<file path="src/rtl/flash_wr_seq_pkg.sv">
// Shared opcodes, sequencer state encoding and the region-index sizing
// helper used by the flash write sequencer and its bus interface.
package flash_pkg;

   localparam logic [7:0] OP_WREN = 8'h06;
   localparam logic [7:0] OP_PP   = 8'h02;
   localparam logic [7:0] OP_RDSR = 8'h05;
   localparam logic [7:0] OP_WRDI = 8'h04;

   typedef enum logic [2:0] {
      ST_IDLE,
      ST_WREN,
      ST_PP,
      ST_RDSR,
      ST_WRDI,
      ST_FIN
   } state_t;

   // Width of a region index; a single region still needs one bit.
   function automatic int region_w(input int nreg);
      return (nreg > 1) ? $clog2(nreg) : 1;
   endfunction

endpackage

</file>
<file path="src/rtl/flash_wr_seq_if.sv">
// Control and SPI command-engine bus of the flash write sequencer.
// master: the sequencer; slave: the host plus SPI engine that drive it.
interface flash_wr_seq_if
   import flash_pkg::*;
#(
   parameter int ADDR_W = 16,
   parameter int CNT_W  = 14,
   parameter int NREG   = 2
);

   localparam int RW = region_w(NREG);

   // host request side
   logic              start;
   logic [RW-1:0]     region;
   logic              abort;
   logic              busy;
   logic              done;
   logic              err;
   logic [RW-1:0]     region_q;

   // SPI command engine side
   logic              go;
   logic [7:0]        instr;
   logic [ADDR_W-1:0] adr;
   logic [CNT_W-1:0]  npix;
   logic              rd;
   logic              ack;
   logic              wip;

   modport master (
      input  start, region, abort, ack, wip,
      output go, instr, adr, npix, rd, busy, done, err, region_q
   );

   modport slave (
      output start, region, abort, ack, wip,
      input  go, instr, adr, npix, rd, busy, done, err, region_q
   );

endinterface

</file>
<file path="src/rtl/flash_wr_seq.sv">
// Flash write sequencer: for each word of the selected region issues
// WREN, PP, then polls RDSR until WIP clears, and closes with WRDI.
// Handles abort, WIP poll timeout and address overflow, and reports
// completion with a done pulse and a sticky err flag.
module flash_wr_seq
   import flash_pkg::*;
#(
   parameter int                     ADDR_W   = 16,
   parameter int                     CNT_W    = 14,
   parameter int                     NREG     = 2,
   parameter logic [NREG*ADDR_W-1:0] REG_BASE = {16'h00D0, 16'h5800},
   parameter logic [NREG*CNT_W-1:0]  REG_LEN  = {14'd5, 14'd5120},
   parameter int                     STEP     = 2,
   parameter int                     POLL_MAX = 1023
) (
   input logic            clk,
   input logic            reset,
   flash_wr_seq_if.master bus
);

   localparam int RW = region_w(NREG);
   // poll_cnt only ever holds 0 .. POLL_MAX-1; the POLL_MAX-th busy ack times out
   localparam int            PW        = (POLL_MAX > 1) ? $clog2(POLL_MAX) : 1;
   localparam logic [PW-1:0] POLL_LAST = PW'(POLL_MAX - 1);

   state_t            state_q;
   logic              go_q;
   logic [7:0]        instr_q;
   logic [ADDR_W-1:0] adr_q;
   logic [CNT_W-1:0]  npix_q;
   logic              rd_q;
   logic              busy_q;
   logic              done_q;
   logic              err_q;
   logic [RW-1:0]     reg_idx_q;
   logic              abort_q;
   logic [PW-1:0]     poll_cnt_q;

   logic              ack_ok;
   logic              abort_now;
   logic              region_ok;
   logic              last_word;
   logic              adr_ovf;
   logic [ADDR_W-1:0] base_sel;
   logic [CNT_W-1:0]  len_sel;
   logic [ADDR_W:0]   adr_inc;

   // ack during the go cycle belongs to nobody and is dropped
   assign ack_ok    = bus.ack & ~go_q;
   // an abort arriving with the ack itself counts for that ack
   assign abort_now = abort_q | bus.abort;
   assign region_ok = (int'(bus.region) < NREG);
   assign base_sel  = REG_BASE[int'(bus.region)*ADDR_W +: ADDR_W];
   assign len_sel   = REG_LEN[int'(reg_idx_q)*CNT_W +: CNT_W];
   assign last_word = (npix_q == len_sel - CNT_W'(1));
   assign adr_inc   = {1'b0, adr_q} + (ADDR_W+1)'(STEP);
   assign adr_ovf   = adr_inc[ADDR_W];

   // Sequencer FSM with all outputs registered.
   // NOTE: sequential state uses non-blocking assignments so every branch sees pre-edge values.
   always_ff @(posedge clk) begin
      if (reset) begin
         state_q    <= ST_IDLE;
         go_q       <= 1'b0;
         instr_q    <= OP_WREN;
         adr_q      <= '0;
         npix_q     <= '0;
         rd_q       <= 1'b0;
         busy_q     <= 1'b0;
         done_q     <= 1'b0;
         err_q      <= 1'b0;
         reg_idx_q  <= '0;
         abort_q    <= 1'b0;
         poll_cnt_q <= '0;
      end else begin
         go_q   <= 1'b0;
         done_q <= 1'b0;
         if (busy_q && bus.abort && state_q != ST_WRDI && state_q != ST_FIN) begin
            abort_q <= 1'b1;
         end
         case (state_q)
            ST_IDLE: begin
               if (bus.start) begin
                  if (region_ok) begin
                     reg_idx_q  <= bus.region;
                     adr_q      <= base_sel;
                     npix_q     <= '0;
                     err_q      <= 1'b0;
                     busy_q     <= 1'b1;
                     abort_q    <= 1'b0;
                     poll_cnt_q <= '0;
                     state_q    <= ST_WREN;
                     go_q       <= 1'b1;
                     instr_q    <= OP_WREN;
                  end else begin
                     err_q  <= 1'b1;
                     done_q <= 1'b1;
                  end
               end
            end
            ST_WREN: begin
               if (ack_ok) begin
                  go_q <= 1'b1;
                  if (abort_now) begin
                     state_q <= ST_WRDI;
                     instr_q <= OP_WRDI;
                  end else begin
                     state_q <= ST_PP;
                     instr_q <= OP_PP;
                  end
               end
            end
            ST_PP: begin
               if (ack_ok) begin
                  go_q <= 1'b1;
                  if (abort_now) begin
                     state_q <= ST_WRDI;
                     instr_q <= OP_WRDI;
                  end else begin
                     state_q <= ST_RDSR;
                     instr_q <= OP_RDSR;
                     rd_q    <= 1'b1;
                  end
               end
            end
            ST_RDSR: begin
               if (ack_ok) begin
                  go_q    <= 1'b1;
                  rd_q    <= 1'b0;
                  state_q <= ST_WRDI;
                  instr_q <= OP_WRDI;
                  if (bus.wip) begin
                     if (poll_cnt_q == POLL_LAST) begin
                        err_q <= 1'b1;
                     end else if (!abort_now) begin
                        // still busy: poll again
                        poll_cnt_q <= poll_cnt_q + PW'(1);
                        rd_q       <= 1'b1;
                        state_q    <= ST_RDSR;
                        instr_q    <= OP_RDSR;
                     end
                  end else begin
                     poll_cnt_q <= '0;
                     if (!last_word && !abort_now) begin
                        if (adr_ovf) begin
                           err_q <= 1'b1;
                        end else begin
                           npix_q  <= npix_q + CNT_W'(1);
                           adr_q   <= adr_inc[ADDR_W-1:0];
                           state_q <= ST_WREN;
                           instr_q <= OP_WREN;
                        end
                     end
                  end
               end
            end
            ST_WRDI: begin
               if (ack_ok) begin
                  state_q <= ST_FIN;
               end
            end
            ST_FIN: begin
               done_q  <= 1'b1;
               busy_q  <= 1'b0;
               abort_q <= 1'b0;
               state_q <= ST_IDLE;
            end
            default: state_q <= ST_IDLE;
         endcase
      end
   end

   assign bus.go       = go_q;
   assign bus.instr    = instr_q;
   assign bus.adr      = adr_q;
   assign bus.npix     = npix_q;
   assign bus.rd       = rd_q;
   assign bus.busy     = busy_q;
   assign bus.done     = done_q;
   assign bus.err      = err_q;
   assign bus.region_q = reg_idx_q;

endmodule

</file>
<file path="src/flat_wrapper.sv">
// flat-port wrapper written by rule: the top's interface ports become plain ports
module flash_wr_seq_flat import flash_pkg::*;
#(
   parameter int                     ADDR_W   = 16,
   parameter int                     CNT_W    = 14,
   parameter int                     NREG     = 2,
   parameter logic [NREG*ADDR_W-1:0] REG_BASE = {16'h00D0, 16'h5800},
   parameter logic [NREG*CNT_W-1:0]  REG_LEN  = {14'd5, 14'd5120},
   parameter int                     STEP     = 2,
   parameter int                     POLL_MAX = 1023
)
  (clk, reset, bus_start, bus_region, bus_abort, bus_ack, bus_wip, bus_go, bus_instr, bus_adr, bus_npix, bus_rd, bus_busy, bus_done, bus_err, bus_region_q);
  flash_wr_seq_if #(.ADDR_W(ADDR_W), .CNT_W(CNT_W), .NREG(NREG)) bus_i ();
  input logic clk;
  input logic reset;
  input wire logic [$bits(bus_i.start)-1:0] bus_start;
  input wire logic [$bits(bus_i.region)-1:0] bus_region;
  input wire logic [$bits(bus_i.abort)-1:0] bus_abort;
  input wire logic [$bits(bus_i.ack)-1:0] bus_ack;
  input wire logic [$bits(bus_i.wip)-1:0] bus_wip;
  output wire logic [$bits(bus_i.go)-1:0] bus_go;
  output wire logic [$bits(bus_i.instr)-1:0] bus_instr;
  output wire logic [$bits(bus_i.adr)-1:0] bus_adr;
  output wire logic [$bits(bus_i.npix)-1:0] bus_npix;
  output wire logic [$bits(bus_i.rd)-1:0] bus_rd;
  output wire logic [$bits(bus_i.busy)-1:0] bus_busy;
  output wire logic [$bits(bus_i.done)-1:0] bus_done;
  output wire logic [$bits(bus_i.err)-1:0] bus_err;
  output wire logic [$bits(bus_i.region_q)-1:0] bus_region_q;
  assign bus_i.start = bus_start;
  assign bus_i.region = bus_region;
  assign bus_i.abort = bus_abort;
  assign bus_i.ack = bus_ack;
  assign bus_i.wip = bus_wip;
  assign bus_go = bus_i.go;
  assign bus_instr = bus_i.instr;
  assign bus_adr = bus_i.adr;
  assign bus_npix = bus_i.npix;
  assign bus_rd = bus_i.rd;
  assign bus_busy = bus_i.busy;
  assign bus_done = bus_i.done;
  assign bus_err = bus_i.err;
  assign bus_region_q = bus_i.region_q;
  flash_wr_seq #(.ADDR_W(ADDR_W), .CNT_W(CNT_W), .NREG(NREG), .REG_BASE(REG_BASE), .REG_LEN(REG_LEN), .STEP(STEP), .POLL_MAX(POLL_MAX)) u_core (.clk(clk), .reset(reset), .bus(bus_i));
endmodule
</file>
<file path="config.mk">
export PLATFORM = sky130hd
export DESIGN_NAME = flash_wr_seq_flat
export DESIGN_NICKNAME = d
export VERILOG_FILES = /design/src/rtl/flash_wr_seq_pkg.sv /design/src/rtl/flash_wr_seq_if.sv /design/src/rtl/flash_wr_seq.sv /design/src/flat_wrapper.sv
export SDC_FILE = /design/constraint.sdc
export NUM_CORES = 1
export LEC_CHECK = 0
export ABC_AREA = 1
export CORE_UTILIZATION = 65
export CTS_CLUSTER_SIZE = 25
export DETAILED_ROUTE_END_ITERATION = 6
export DONT_BUFFER_PORTS = 1
export MAX_ROUTING_LAYER = met4
export PLACE_DENSITY = 0.9
export SETUP_SLACK_MARGIN = 0.05
export SLEW_MARGIN = 20
export SYNTH_ARGS = -nofsm -noshare
export SYNTH_HDL_FRONTEND = slang
export SYNTH_SLANG_ARGS = --single-unit
</file>
<file path="constraint.sdc">
create_clock -name clk -period 3.9 [get_ports clk]
set_clock_uncertainty 0.15 [all_clocks]
set_input_delay 0.39 -clock clk [delete_from_list [all_inputs] [get_ports clk]]
set_output_delay 0.39 -clock clk [all_outputs]
set_load 0.02 [all_outputs]
</file>
Word level (Yosys, flattened, before mapping)
Index checks and enable logic that the tools add are counted.
{"block": "classes", "reduce_logical": 20, "mul": 1, "bitwise": 3, "muxes": 64, "add_sub_neg": 4, "n_eq_ne": 23, "n_shift": 2}
{"op": "16-bit 2-to-1 mux", "n": 5}
{"op": "14-bit 2-to-1 mux", "n": 5}
{"op": "8-bit 2-to-1 mux", "n": 7}
{"op": "10-bit 2-to-1 mux", "n": 5}
{"op": "3-bit 2-to-1 mux", "n": 12}
{"op": "16-bit one-hot mux with 2 select lines", "n": 1}
{"op": "8-bit one-hot mux with 4 select lines", "n": 1}
{"op": "28-bit by 32-bit variable part select with 14-bit output, first input constant", "n": 1}
{"op": "32-bit by 6-bit variable part select with 16-bit output, first input constant", "n": 1}
{"op": "14-bit one-hot mux with 2 select lines", "n": 1}
{"op": "10-bit one-hot mux with 2 select lines", "n": 1}
{"op": "1-bit 2-to-1 mux", "n": 19}
{"op": "16-bit by 2-bit adder with 17-bit output, second input constant", "n": 1}
{"op": "3-bit one-hot mux with 5 select lines", "n": 1}
{"op": "5-bit AND reduction", "n": 3}
{"op": "14-bit by 1-bit adder with 14-bit output, second input constant", "n": 1}
{"op": "14-bit == test", "n": 1}
{"op": "14-bit by 1-bit subtractor with 14-bit output, second input constant", "n": 1}
{"op": "3-bit inequality test, second input constant", "n": 4}
{"op": "6-bit AND reduction", "n": 2}
{"op": "10-bit by 1-bit adder with 10-bit output, second input constant", "n": 1}
{"op": "10-bit == test, second input constant", "n": 1}
{"op": "2-bit by 1-bit inequality test with 1-bit output, second input constant", "n": 5}
{"op": "1-bit one-hot mux with 2 select lines", "n": 5}
{"op": "18 further kinds", "n": 32}
{"block": "totals", "in_bits": 7, "output_inout_bits": 44, "word_cells": 129, "register_bits": 58}

Longest topological paths before layout
Gate-level depths: netlist of the first run.
{"block": "depth", "ltp_word": 10, "depth_mapped": 13, "depth_no_buf": 13}

Worst setup path after synthesis of the first run
OpenSTA, ideal clock, no wires.
{"block": "synth_timing", "kind": "register to register", "startpoint": "register u_core.adr_q[8] (netlist: u_core.bus.adr[8])", "endpoint": "register u_core.npix_q[10] (netlist: u_core.bus.npix[10])", "t_required_ns": 3.618, "path_slack_ns": 2.082, "arrival_time_ns": 1.536, "stages_incl_launch_ff": 11, "n_path_buf": 1, "path_cell_list": "dfxtp_1 -> nand2_1 -> nor2_2 -> nand3_1 -> nor2_2 -> nor2_2 -> nand3_2 -> nand2_2 -> buf_2 -> nand3_1 -> a21oi_1"}
{"block": "synth_between", "elab_chain_len": 3}
{"item": "start, declared", "line_no": "flash_wr_seq.sv:29", "source": "logic [ADDR_W-1:0] adr_q;"}
{"item": "start signal, assigned", "line_no": "flash_wr_seq.sv:86", "source": "adr_q <= base_sel;"}
{"item": "start signal, assigned", "line_no": "flash_wr_seq.sv:149", "source": "adr_q <= adr_inc[ADDR_W-1:0];"}
{"item": "16-bit by 2-bit adder with 17-bit output", "line_no": "flash_wr_seq.sv:56", "source": "assign adr_inc = {1'b0, adr_q} + (ADDR_W+1)'(STEP);"}
{"item": "2-bit inequality test (no line)"}
{"item": "6-bit AND reduction (no line)"}
{"item": "end signal, assigned", "line_no": "flash_wr_seq.sv:148", "source": "npix_q <= npix_q + CNT_W'(1);"}
{"item": "end, declared", "line_no": "flash_wr_seq.sv:30", "source": "logic [CNT_W-1:0] npix_q;"}
Every way passes these cells.
A chain may end at the register's enable or synchronous reset.

Worst setup path in the final report of the first run
{"block": "layout_timing", "startpoint": "register u_core.state_q[1]", "endpoint": "register u_core.adr_q[6] (netlist: u_core.bus.adr[6])"}
{"block": "layout_between", "elab_chain_len": 3}
{"item": "start, declared", "line_no": "flash_wr_seq.sv:26", "source": "state_t state_q;"}
{"item": "start signal, assigned", "line_no": "flash_wr_seq.sv:63", "source": "state_q <= ST_IDLE;"}
{"item": "start signal, assigned", "line_no": "flash_wr_seq.sv:92", "source": "state_q <= ST_WREN;"}
{"item": "start signal, assigned", "line_no": "flash_wr_seq.sv:105", "source": "state_q <= ST_WRDI;"}
{"item": "3-bit by 2-bit == test with 1-bit output or 3-bit logical NOT (tied branches)", "line_no": "flash_wr_seq.sv:81", "source": "case (state_q)"}
{"item": "2-bit inequality test (no line) (tied with other cells)"}
{"item": "6-bit AND reduction (no line)"}
Several ways; a longest one is shown, not always the timed one.

==> metrics, run 1 <==
antenna violations before repair 0; Area contributors post-synth dfxtp_1 (32%), nand2_1 (12%), nand3_1 (11%); final net count 521; hold depth 1; H-Tree Level Count 2; outcome complete, no violations; DR vias/cell 5.69; Mapped Area 0.00330 mm^2; via count 3289; FF-to-FF End u_core.bus.adr[6]; DRC Markers 0; post-synth top area share 31.5%; total gr overflow 0; # placed instances 569; setup TNS 0 ps; RSZ-0062 raised after global routing no; GRT Total Usage 31.8%; Final period util 63.0%; top-count cell post-synth nand2_1; CP Capture Type register; RR Startpoint u_core.state_q[1]; area delta synth->final 2.76%; Yosys reg bits 52; Routed Antenna Nets 0; Worst Tran Pin Value 599 ps; final hold viol count 0; # clock sinks 52; post-CTS setup buffers 0; number of flops mapped to enable cells by yosys 0; # port buffers 0; Cell Pwr Density 453 mW/mm^2; Critical Path Source u_core.state_q[1]; min cycle time layout 2460 ps; multi-input logic area 0.00194 mm^2; post-route insts no fill 578; sequential fraction of the synthesis area 31.5%; max cap viols 0; Clock Pin Slew Worst Setup and Hold Paths 100 ps; Reg2Reg Setup Slack 1440 ps; largest net degree at the start of global routing 37; setup violators final 0; global-route wire length before repair 13100 um; row count 25; fill cell count 436; Synth area leader dfxtp_1; Max Slew Vio Count 0; worst skew pair latency 320 ps; initial core utilization 68.6%; Post-Route WL 7920 um; I/O pin total 51; Max Fclk 407 MHz; Leakage 1.25 nW; Primary FF master, synth dfxtp_1; Synth cell types 36; final instance area 0.00340 mm^2; CP required 4010 ps; worst hold start reset; dpl cell area 0.00328 mm^2; Post-CTS Resized 0; Commonest cells post-synth nand2_1 (106), nor2_1 (81), nand3_1 (75); Slew headroom 60.0%; WL per Instance 13.7 um; Syn. warnings 0; share of cells above drive strength 1 6.46%; Worst Hold Class input pin to register; DP HPWL 5580 um; Die Wd 73.3 um; Inserted Diodes 0; Die ar. 0.00537 mm^2; core area 0.00482 mm^2; register area 0.00104 mm^2; WS Path Type register to register; clock root buffer clkbuf_8; chip height 73.3 um; FFs w/ async S/R, synth 0%; R2R depth 10; crit path max fanout 33; drt initial violations 315; Peak VDD IR 357 uV; Hold EP u_core.bus.instr[2]; GP Congestion 0.909; Max clock buf depth 2; vias in the first global route 2977; CP startpoint kind register; CTS tree done; TritonRoute pass-1 iters 5; synthesized area per cell 6.37 um^2; Num CTS Buffers 5; Synth Instances 519; Arr. time, crit path 2570 ps
flip-flops by register name (all words and copies together), names as in the netlist:
signal,flops
u_core.abort_q,1
u_core.bus.adr,15
u_core.bus.busy,1
u_core.bus.done,1
u_core.bus.err,1
u_core.bus.go,1
u_core.bus.instr,3
u_core.bus.npix,14
u_core.bus.rd,1
u_core.bus.region_q,1
u_core.poll_cnt_q,10
u_core.state_q,3
report_power, final:
group	internal (mW)	total [mW]	leakage, nW	switching, mW
logic	0.137	0.511	0.782	0.374
clock network	0.144	0.331	0.0434	0.187
registers	0.589	0.696	0.422	0.107
layout make-up:
type / count / share of cell area [%]
multi-input combinational: 394 / 57.0
sequential: 52 / 30.7
inverter: 55 / 6.15
tap: 67 / 2.47
clock buffer: 6 / 2.43
timing repair buffer: 2 / 0.811
clock inverter: 2 / 0.442
critical path, cell delays in order (launching register included):
cell	delay, ps
dfxtp_1	370
inv_1	110
nand2_2	70
nor2_1	120
nand2_1	60
buf_4	240
nand2_4	330
nand4_2	560
nor2_1	240
nor2_1	60
nor2_1	90
how the worst max path moves through the flow:
stage                           to  slack [ps]  depth (start not counted)
5_1_grt          u_core.bus.adr[8]        1220                          9
6_report         u_core.bus.adr[6]        1440                         10
4_1_cts          u_core.bus.adr[6]        1470                         10
2_1_floorplan  u_core.bus.npix[10]        2080                         10
3_5_place_dp    u_core.bus.npix[4]        1490                          9
3_3_place_gp     u_core.bus.adr[6]        1570                         10
layer usage:
metal  global-route usage, %  vias up  wire length (um)
li1                        -     1648                 -
met1                    38.7     1502              3470
met2                    51.4      123              3760
met3                    7.82       16               549
met4                    11.1        0               146
met5                       -        -                 0
placed cells by master, fill, tap and decap left out:
| cell | count |
|---|---|
| xor2_1 | 14 |
| clkinvlp_4 | 2 |
| nand3b_1 | 1 |
| nor3b_1 | 1 |
| dfxtp_1 | 52 |
| nor3_2 | 1 |
| nor2_2 | 4 |
| o21ai_0 | 11 |
| nand2_4 | 3 |
| inv_2 | 5 |
| inv_4 | 1 |
| inv_1 | 49 |
| a21oi_1 | 46 |
| nand3_2 | 1 |
| nand2_1 | 106 |
| buf_4 | 1 |
| a211oi_1 | 1 |
| ha_1 | 4 |
| clkbuf_8 | 6 |
| o21ai_2 | 1 |
| o2111ai_1 | 1 |
| o22ai_1 | 1 |
| nand2_2 | 4 |
| nand4_1 | 8 |
| nor2_8 | 2 |
| nor2_1 | 81 |
| o21ai_1 | 1 |
| nand3_1 | 75 |
| a211o_1 | 1 |
| nor3_1 | 13 |
| or2_1 | 2 |
| conb_1 | 6 |
| nand4_2 | 1 |
| xnor2_1 | 4 |
| buf_12 | 1 |
through the flow:
stage | total power [mW] | utilization [%] | setup WS (ps) | hold WS, ps
4_1_cts | 1.53 | 70.5 | 1470 | 21.1
2_1_floorplan | 1.13 | - | 2080 | 286
6_report | 1.54 | 70.5 | 1440 | 17.5
3_5_place_dp | 1.20 | 68.1 | 1490 | 308
5_1_grt | 1.63 | 70.5 | 1220 | 12.2
3_3_place_gp | 1.18 | 68.1 | 1570 | 296
repair_timing:
item	CTS	global route
setup endpoints to repair	0	0
hold buffers	1	0
hold endpoints to repair	36	0
kinds of logic after synthesis:
logic type	count (synthesis)	share of synthesized area, %
AO/OA/AOI/OAI	63	10.0
XOR/XNOR	18	4.77
adder cells (fa/ha/maj)	4	1.51
buffers and inverters	78	10.5
flip-flops	52	31.5
other	1	0.113
AND/OR/NAND/NOR	303	41.7
Power figures use the tool's default switching activity.
==> run 2, diff against run 1 <==
--- a/config.mk
+++ b/config.mk
@@ -6,12 +6,12 @@
 export NUM_CORES = 1
 export LEC_CHECK = 0
 export ABC_AREA = 1
-export CORE_UTILIZATION = 65
+export CORE_UTILIZATION = 58
 export CTS_CLUSTER_SIZE = 25
 export DETAILED_ROUTE_END_ITERATION = 6
 export DONT_BUFFER_PORTS = 1
 export MAX_ROUTING_LAYER = met4
-export PLACE_DENSITY = 0.9
+export PLACE_DENSITY = 0.85
 export SETUP_SLACK_MARGIN = 0.05
 export SLEW_MARGIN = 20
 export SYNTH_ARGS = -nofsm -noshare
==> constraint.sdc (replaced) <==
create_clock -name clk -period 1.95 [get_ports clk]
set_clock_uncertainty 0.15 [all_clocks]
set_input_delay 0.195 -clock clk [delete_from_list [all_inputs] [get_ports clk]]
set_output_delay 0.195 -clock clk [all_outputs]
set_load 0.02 [all_outputs]
==> run 2 against run 1 <==
Net effect:
- die area increased by 12%
- combinational power increased to 2.8 times the previous value
- register-to-register slack got worse by 1400 ps
- final cell count increased by 11%
- sequential power increased by 87%
- first-iteration DRC count increased by 33%
- flip-flop and latch count unchanged
- global-route usage increased by 0.13 points
- via count increased by 9.3%
- sequential share of layout area decreased by 4.3 points
- core utilization increased by 1.9 points
- setup slack got worse by 1400 ps
- critical endpoint is now u_core.bus.adr[11]
- highest routed layer unchanged
==> metrics, run 2 (synthesis gave the netlist of run 1 again) <==
outcome complete, no violations (unchanged); setup TNS 0 ps (unchanged); Reg2Reg Setup Slack 40 ps (was 1440 ps); commonest non-fill, non-tap cell in the layout nand2_1 (unchanged); fill cell count 416 (was 436); RR Startpoint u_core.bus.adr[2] (was u_core.state_q[1]); crit path to u_core.bus.adr[11] (was u_core.bus.adr[6]); I/O pin total 51 (unchanged); CP required 2050 ps (was 4010 ps); # clock sinks 52 (unchanged); initial core utilization 60.0% (was 68.6%); Num CTS Buffers 5 (unchanged); area delta synth->final 20.6% (was 2.76%); CP Capture Type register (unchanged); multi-input logic area 0.00202 mm^2 (was 0.00194 mm^2); CTS tree done (unchanged); DR WL met3 769 um (was 549 um); Post-Route WL 9370 um (was 7920 um); min cycle time layout 1910 ps (was 2460 ps); WS Path Type register to register (unchanged); FF-to-FF End u_core.bus.adr[11] (was u_core.bus.adr[6]); core area 0.00551 mm^2 (was 0.00482 mm^2); max cap viols 0 (unchanged); # placed instances 616 (was 569); clock root buffer clkbuf_8 (unchanged); GRT Total Usage 31.9% (was 31.8%); Hold WS 46.6 ps (was 17.5 ps); Overall Power 3.54 mW (was 1.54 mW); Die ar. 0.00600 mm^2 (was 0.00537 mm^2); final hold viol count 0 (unchanged); worst skew pair latency 320 ps (about the same); Inserted Diodes 0 (unchanged); Max clock buf depth 2 (unchanged); Routed Antenna Nets 0 (unchanged); dpl cell area 0.00362 mm^2 (was 0.00328 mm^2); WL per Instance 14.7 um (was 13.7 um); CP startpoint kind register (unchanged); DP HPWL 6130 um (was 5580 um); Peak VDD IR 829 uV (was 357 uV); Final period util 97.8% (was 63.0%); Critical Path Source u_core.bus.adr[2] (was u_core.state_q[1]); drt initial violations 418 (was 315); Cell Pwr Density 887 mW/mm^2 (was 453 mW/mm^2); Clock Pin Slew Worst Setup and Hold Paths 100 ps (about the same); top layer in use met4 (unchanged); commonest cells after routing, fill and taps aside nand2_1 (99), nand3_1 (75), nor2_1 (75) (was nand2_1 (106), nor2_1 (81), nand3_1 (75)); register area 0.00105 mm^2 (was 0.00104 mm^2); post-route insts no fill 639 (was 578); Max Slew Vio Count 0 (unchanged); Largest register FFs 15 (unchanged); DR vias/cell 5.62 (was 5.69); via count 3594 (was 3289); met2 wire len 4590 um (was 3760 um); crit path max fanout 5 (was 33); Leakage 1.59 nW (was 1.25 nW); Met1 Wirelength 3760 um (was 3470 um); DRC Markers 0 (unchanged); Max Fclk 524 MHz (was 407 MHz); H-Tree Level Count 2 (unchanged); share of cells above drive strength 1 20.3% (was 6.46%); Worst Hold Class input pin to register (unchanged); row count 27 (was 25); GP Congestion 0.908 (was 0.909); largest net degree at the start of global routing 39 (was 37); RSZ-0062 raised after global routing yes (was no); global-route wire length before repair 15100 um (was 13100 um); total gr overflow 0 (unchanged); Die Wd 77.5 um (was 73.3 um); final instance area 0.00399 mm^2 (was 0.00340 mm^2); final net count 577 (was 521); Arr. time, crit path 2010 ps (was 2570 ps); TritonRoute pass-1 iters 5 (unchanged); antenna violations before repair 0 (unchanged); chip height 77.5 um (was 73.3 um); R2R depth 9 (was 10); # port buffers 0 (unchanged); vias in the first global route 3315 (was 2977); setup violators final 0 (unchanged)
run 2: changes by cell type in the layout (fill, tap and decap cells not counted), sizes merged:
cell	before	now
buf	2	54
clkbuf	6	7
clkinvlp	2	0
dlygate4sd3	0	4
bufinv	0	1
run 2: layout make-up:
type	instances	share of cell area [%]
Inverter	55	5.31
Timing Repair Buffer	58	12.2
Tap cell	72	2.26
Multi-Input combinational cell	394	50.7
Clock inverter	1	0.754
Sequential cell	52	26.3
Clock buffer	7	2.42
run 2: worst min-delay path by stage:
stage               from                   to  slack [ps]  cells past startpoint
6_report       bus_start    u_core.state_q[0]          50                      3
5_1_grt        bus_start    u_core.state_q[0]          50                      3
4_1_cts            reset  u_core.bus.npix[13]           8                      2
3_5_place_dp       reset      u_core.bus.busy         120                      1
3_3_place_gp       reset    u_core.state_q[0]         120                      1
2_1_floorplan  bus_abort       u_core.abort_q         220                      2
run 2: critical path: stages, from the launching register on:
cell and delay (ps):
dfxtp_2 380, ha_2 190, nand2_2 90, nor3_4 300, nand3_1 200, a21oi_2 190, o21ai_1 90, nand2_1 70
nor2_1 50, nor2_1 130
run 2: power breakdown:
part	internal, mW	switching, mW	leakage, nW
sequential	1.18	0.126	0.426
combinational	0.452	0.959	1.10
clock	0.453	0.368	0.0645
run 2: layer usage:
layer	vias up	track usage (%)
met4	0	9.81
li1	1765	-
met1	1610	38.8
met5	-	-
met3	29	5.88
met2	190	53.5
run 2: timing repair:
item | in CTS | in global routing
setup endpoints to repair | 16 | 42
buffers inserted | 2 | 8
endpoints found under the hold margin | 40 | 2
resized for setup | 3 | 36
pin swaps | 1 | 3
hold buffers | 3 | 2
run 2: stage by stage:
step / setup slack (ps) / util, %
floorplan: 132 / -
global placement: 130 / 65.8
detailed placement: 44.5 / 65.8
CTS: 78.4 / 69.3
global route: -44.8 / 72.4
finish: 43.1 / 72.4
==> run 3, diff against run 2 <==
--- a/config.mk
+++ b/config.mk
@@ -6,6 +6,7 @@
 export NUM_CORES = 1
 export LEC_CHECK = 0
 export ABC_AREA = 1
+export CORE_ASPECT_RATIO = 1.25
 export CORE_UTILIZATION = 58
 export CTS_CLUSTER_SIZE = 25
 export DETAILED_ROUTE_END_ITERATION = 6
==> run 3 against run 2 <==
Net effect:
- fmax grew 3.3%
- non-clock buffer count down 1
- highest routed layer unchanged
- largest cell class unchanged
- final cell count is 1.4% lower
==> metrics, run 3 (synthesis gave the netlist of run 1 again) <==
Buf+Inv Stages, Crit Path 3 (was 0); area delta synth->final 19.1% (was 20.6%); Worst path slowest cell dfxtp_2 (unchanged); WL per Instance 14.6 um (was 14.7 um); cell family contributing the most delay on the critical path simple AND/OR/NAND/NOR gates (unchanged); GP Congestion 0.960 (was 0.908); worst skew pair latency 310 ps (was 320 ps); Worst path max stage delay 340 ps (was 380 ps); vias in the first global route 3348 (was 3315); CP startpoint kind register (unchanged); final instance area 0.00394 mm^2 (was 0.00399 mm^2); dpl cell area 0.00360 mm^2 (was 0.00362 mm^2); outcome complete, no violations (unchanged); Largest register FFs 15 (unchanged); CP required 2040 ps (was 2050 ps); Die ar. 0.00600 mm^2 (about the same); clock root buffer clkbuf_8 (unchanged); Reg2Reg Setup Slack 100 ps (was 40 ps); DR vias/cell 5.74 (was 5.62); Max Slew Vio Count 0 (unchanged); GRT Total Usage 30.9% (was 31.9%); DP HPWL 6460 um (was 6130 um); RSZ-0062 raised after global routing yes (unchanged); DRC Markers 0 (unchanged); Arr. time, crit path 1940 ps (was 2010 ps); Max Fclk 542 MHz (was 524 MHz); largest net degree at the start of global routing 39 (unchanged); Inserted Diodes 0 (unchanged); Max clock buf depth 2 (unchanged); chip height 86.4 um (was 77.5 um); # port buffers 0 (unchanged); row count 30 (was 27); Routed Antenna Nets 0 (unchanged); core area 0.00544 mm^2 (was 0.00551 mm^2); Cell Pwr Density 875 mW/mm^2 (was 887 mW/mm^2); Layout Utilization 72.3% (was 72.4%); drt initial violations 261 (was 418); CP Capture Type register (unchanged); TritonRoute pass-1 iters 5 (unchanged); final net count 576 (was 577); setup violators final 0 (unchanged); commonest non-fill, non-tap cell in the layout nand2_1 (unchanged); Die Wd 69.5 um (was 77.5 um); fill cell count 432 (was 416); global-route wire length before repair 14700 um (was 15100 um); CTS tree done (unchanged); max cap viols 0 (unchanged); I/O pin total 51 (unchanged); antenna violations before repair 0 (unchanged); H-Tree Level Count 2 (unchanged); initial core utilization 60.7% (was 60.0%); worst-path cell chain inv_1 -> ha_1 -> nand3_1 -> nor2_1 -> nand2_1 -> nand2_2 -> nor2_8 -> inv_2 -> nand2_4 -> inv_2 -> o21ai_2 -> nand2_1 -> nor2_2 (was ha_2 -> nand2_2 -> nor3_4 -> nand3_1 -> a21oi_2 -> o21ai_1 -> nand2_1 -> nor2_1 -> nor2_1); Num CTS Buffers 5 (unchanged); via count 3618 (was 3594); Leakage 1.57 nW (was 1.59 nW); crit path max fanout 8 (was 5); commonest cells after routing, fill and taps aside nand2_1 (102), nor2_1 (74), nand3_1 (73) (was nand2_1 (99), nand3_1 (75), nor2_1 (75)); Post-Route WL 9180 um (was 9370 um); final hold viol count 0 (unchanged); WS Path Type register to register (unchanged); min cycle time layout 1850 ps (was 1910 ps); Peak VDD IR 734 uV (was 829 uV); Clock Pin Slew Worst Setup and Hold Paths 100 ps (about the same); Worst Hold Class input pin to register (unchanged); total gr overflow 0 (unchanged); Final period util 94.7% (was 97.8%); share of cells above drive strength 1 20.5% (was 20.3%); # clock sinks 52 (unchanged)
==> run 3: cell count changes in the layout (fill, tap and decap cells not counted), sizes merged <==
cell,before,now
clkinv,0,1
dlygate4sd3,4,3
clkbuf,7,6
==> run 3: cell type report <==
type | count | area, um^2 | area share (%)
Multi-Input combinational cell | 394 | 2010 | 51.1
Sequential cell | 52 | 1060 | 26.9
Timing Repair Buffer | 57 | 470 | 12.0
Inverter | 55 | 209 | 5.31
Tap cell | 64 | 80.1 | 2.03
Clock buffer | 6 | 72.6 | 1.84
Clock inverter | 2 | 35.0 | 0.890
==> run 3: per-stage QoR <==
stage / setup TNS [ps] / setup slack [ps] / hold WS, ps / total power [mW] / std cells
after floorplan: 0 / 132 / 215 / 2.25 / 524
after global placement: 0 / 154 / 119 / 2.55 / 610
after detailed placement: 0 / 87.3 / 120 / 2.58 / 610
after CTS: 0 / 78.1 / 12.2 / 3.33 / 621
after global routing: -4.48 / -4.48 / 15.1 / 3.64 / 630
final: 0 / 104 / 18.1 / 3.44 / 630
==> run 3: report_power, final <==
group | internal, mW | switching [mW] | total [mW]
clock network | 0.382 | 0.364 | 0.746
registers | 1.18 | 0.142 | 1.32
logic | 0.434 | 0.939 | 1.37
==> run 3: worst register-to-register path, cell delays in order, from the launching register on <==
cell and delay (ps):
dfxtp_2 340, inv_1 50, ha_1 200, nand3_1 80, nor2_1 40, nand2_1 110, nand2_2 120, nor2_8 130
inv_2 60, nand2_4 90, inv_2 70, o21ai_2 130, nand2_1 90, nor2_2 120
==> run 3: path summary, 6_finish.rpt <==
path	from	to	depth (start not counted)
worst min-delay path	reset	u_core.bus.rd	2
worst max-delay path	u_core.poll_cnt_q[0]	u_core.poll_cnt_q[3]	13
worst max register to register	u_core.poll_cnt_q[0]	u_core.poll_cnt_q[3]	13
worst min register to register	u_core.abort_q	u_core.abort_q	2
==> run 3: timing repair <==
action | in CTS | in global routing
buffers inserted | 0 | 8
endpoints found under the setup margin | 0 | 42
hold buffers | 3 | 1
gates resized for setup | 0 | 44
hold endpoints to repair | 40 | 1
==> run 3: routing by layer <==
layer / vias to the layer above / wire length (um) / GRT usage (%)
met5: - / 0 / -
met4: 0 / 208 / 10.0
met3: 25 / 695 / 6.28
met2: 165 / 4610 / 55.4
met1: 1668 / 3670 / 34.4
li1: 1760 / - / -
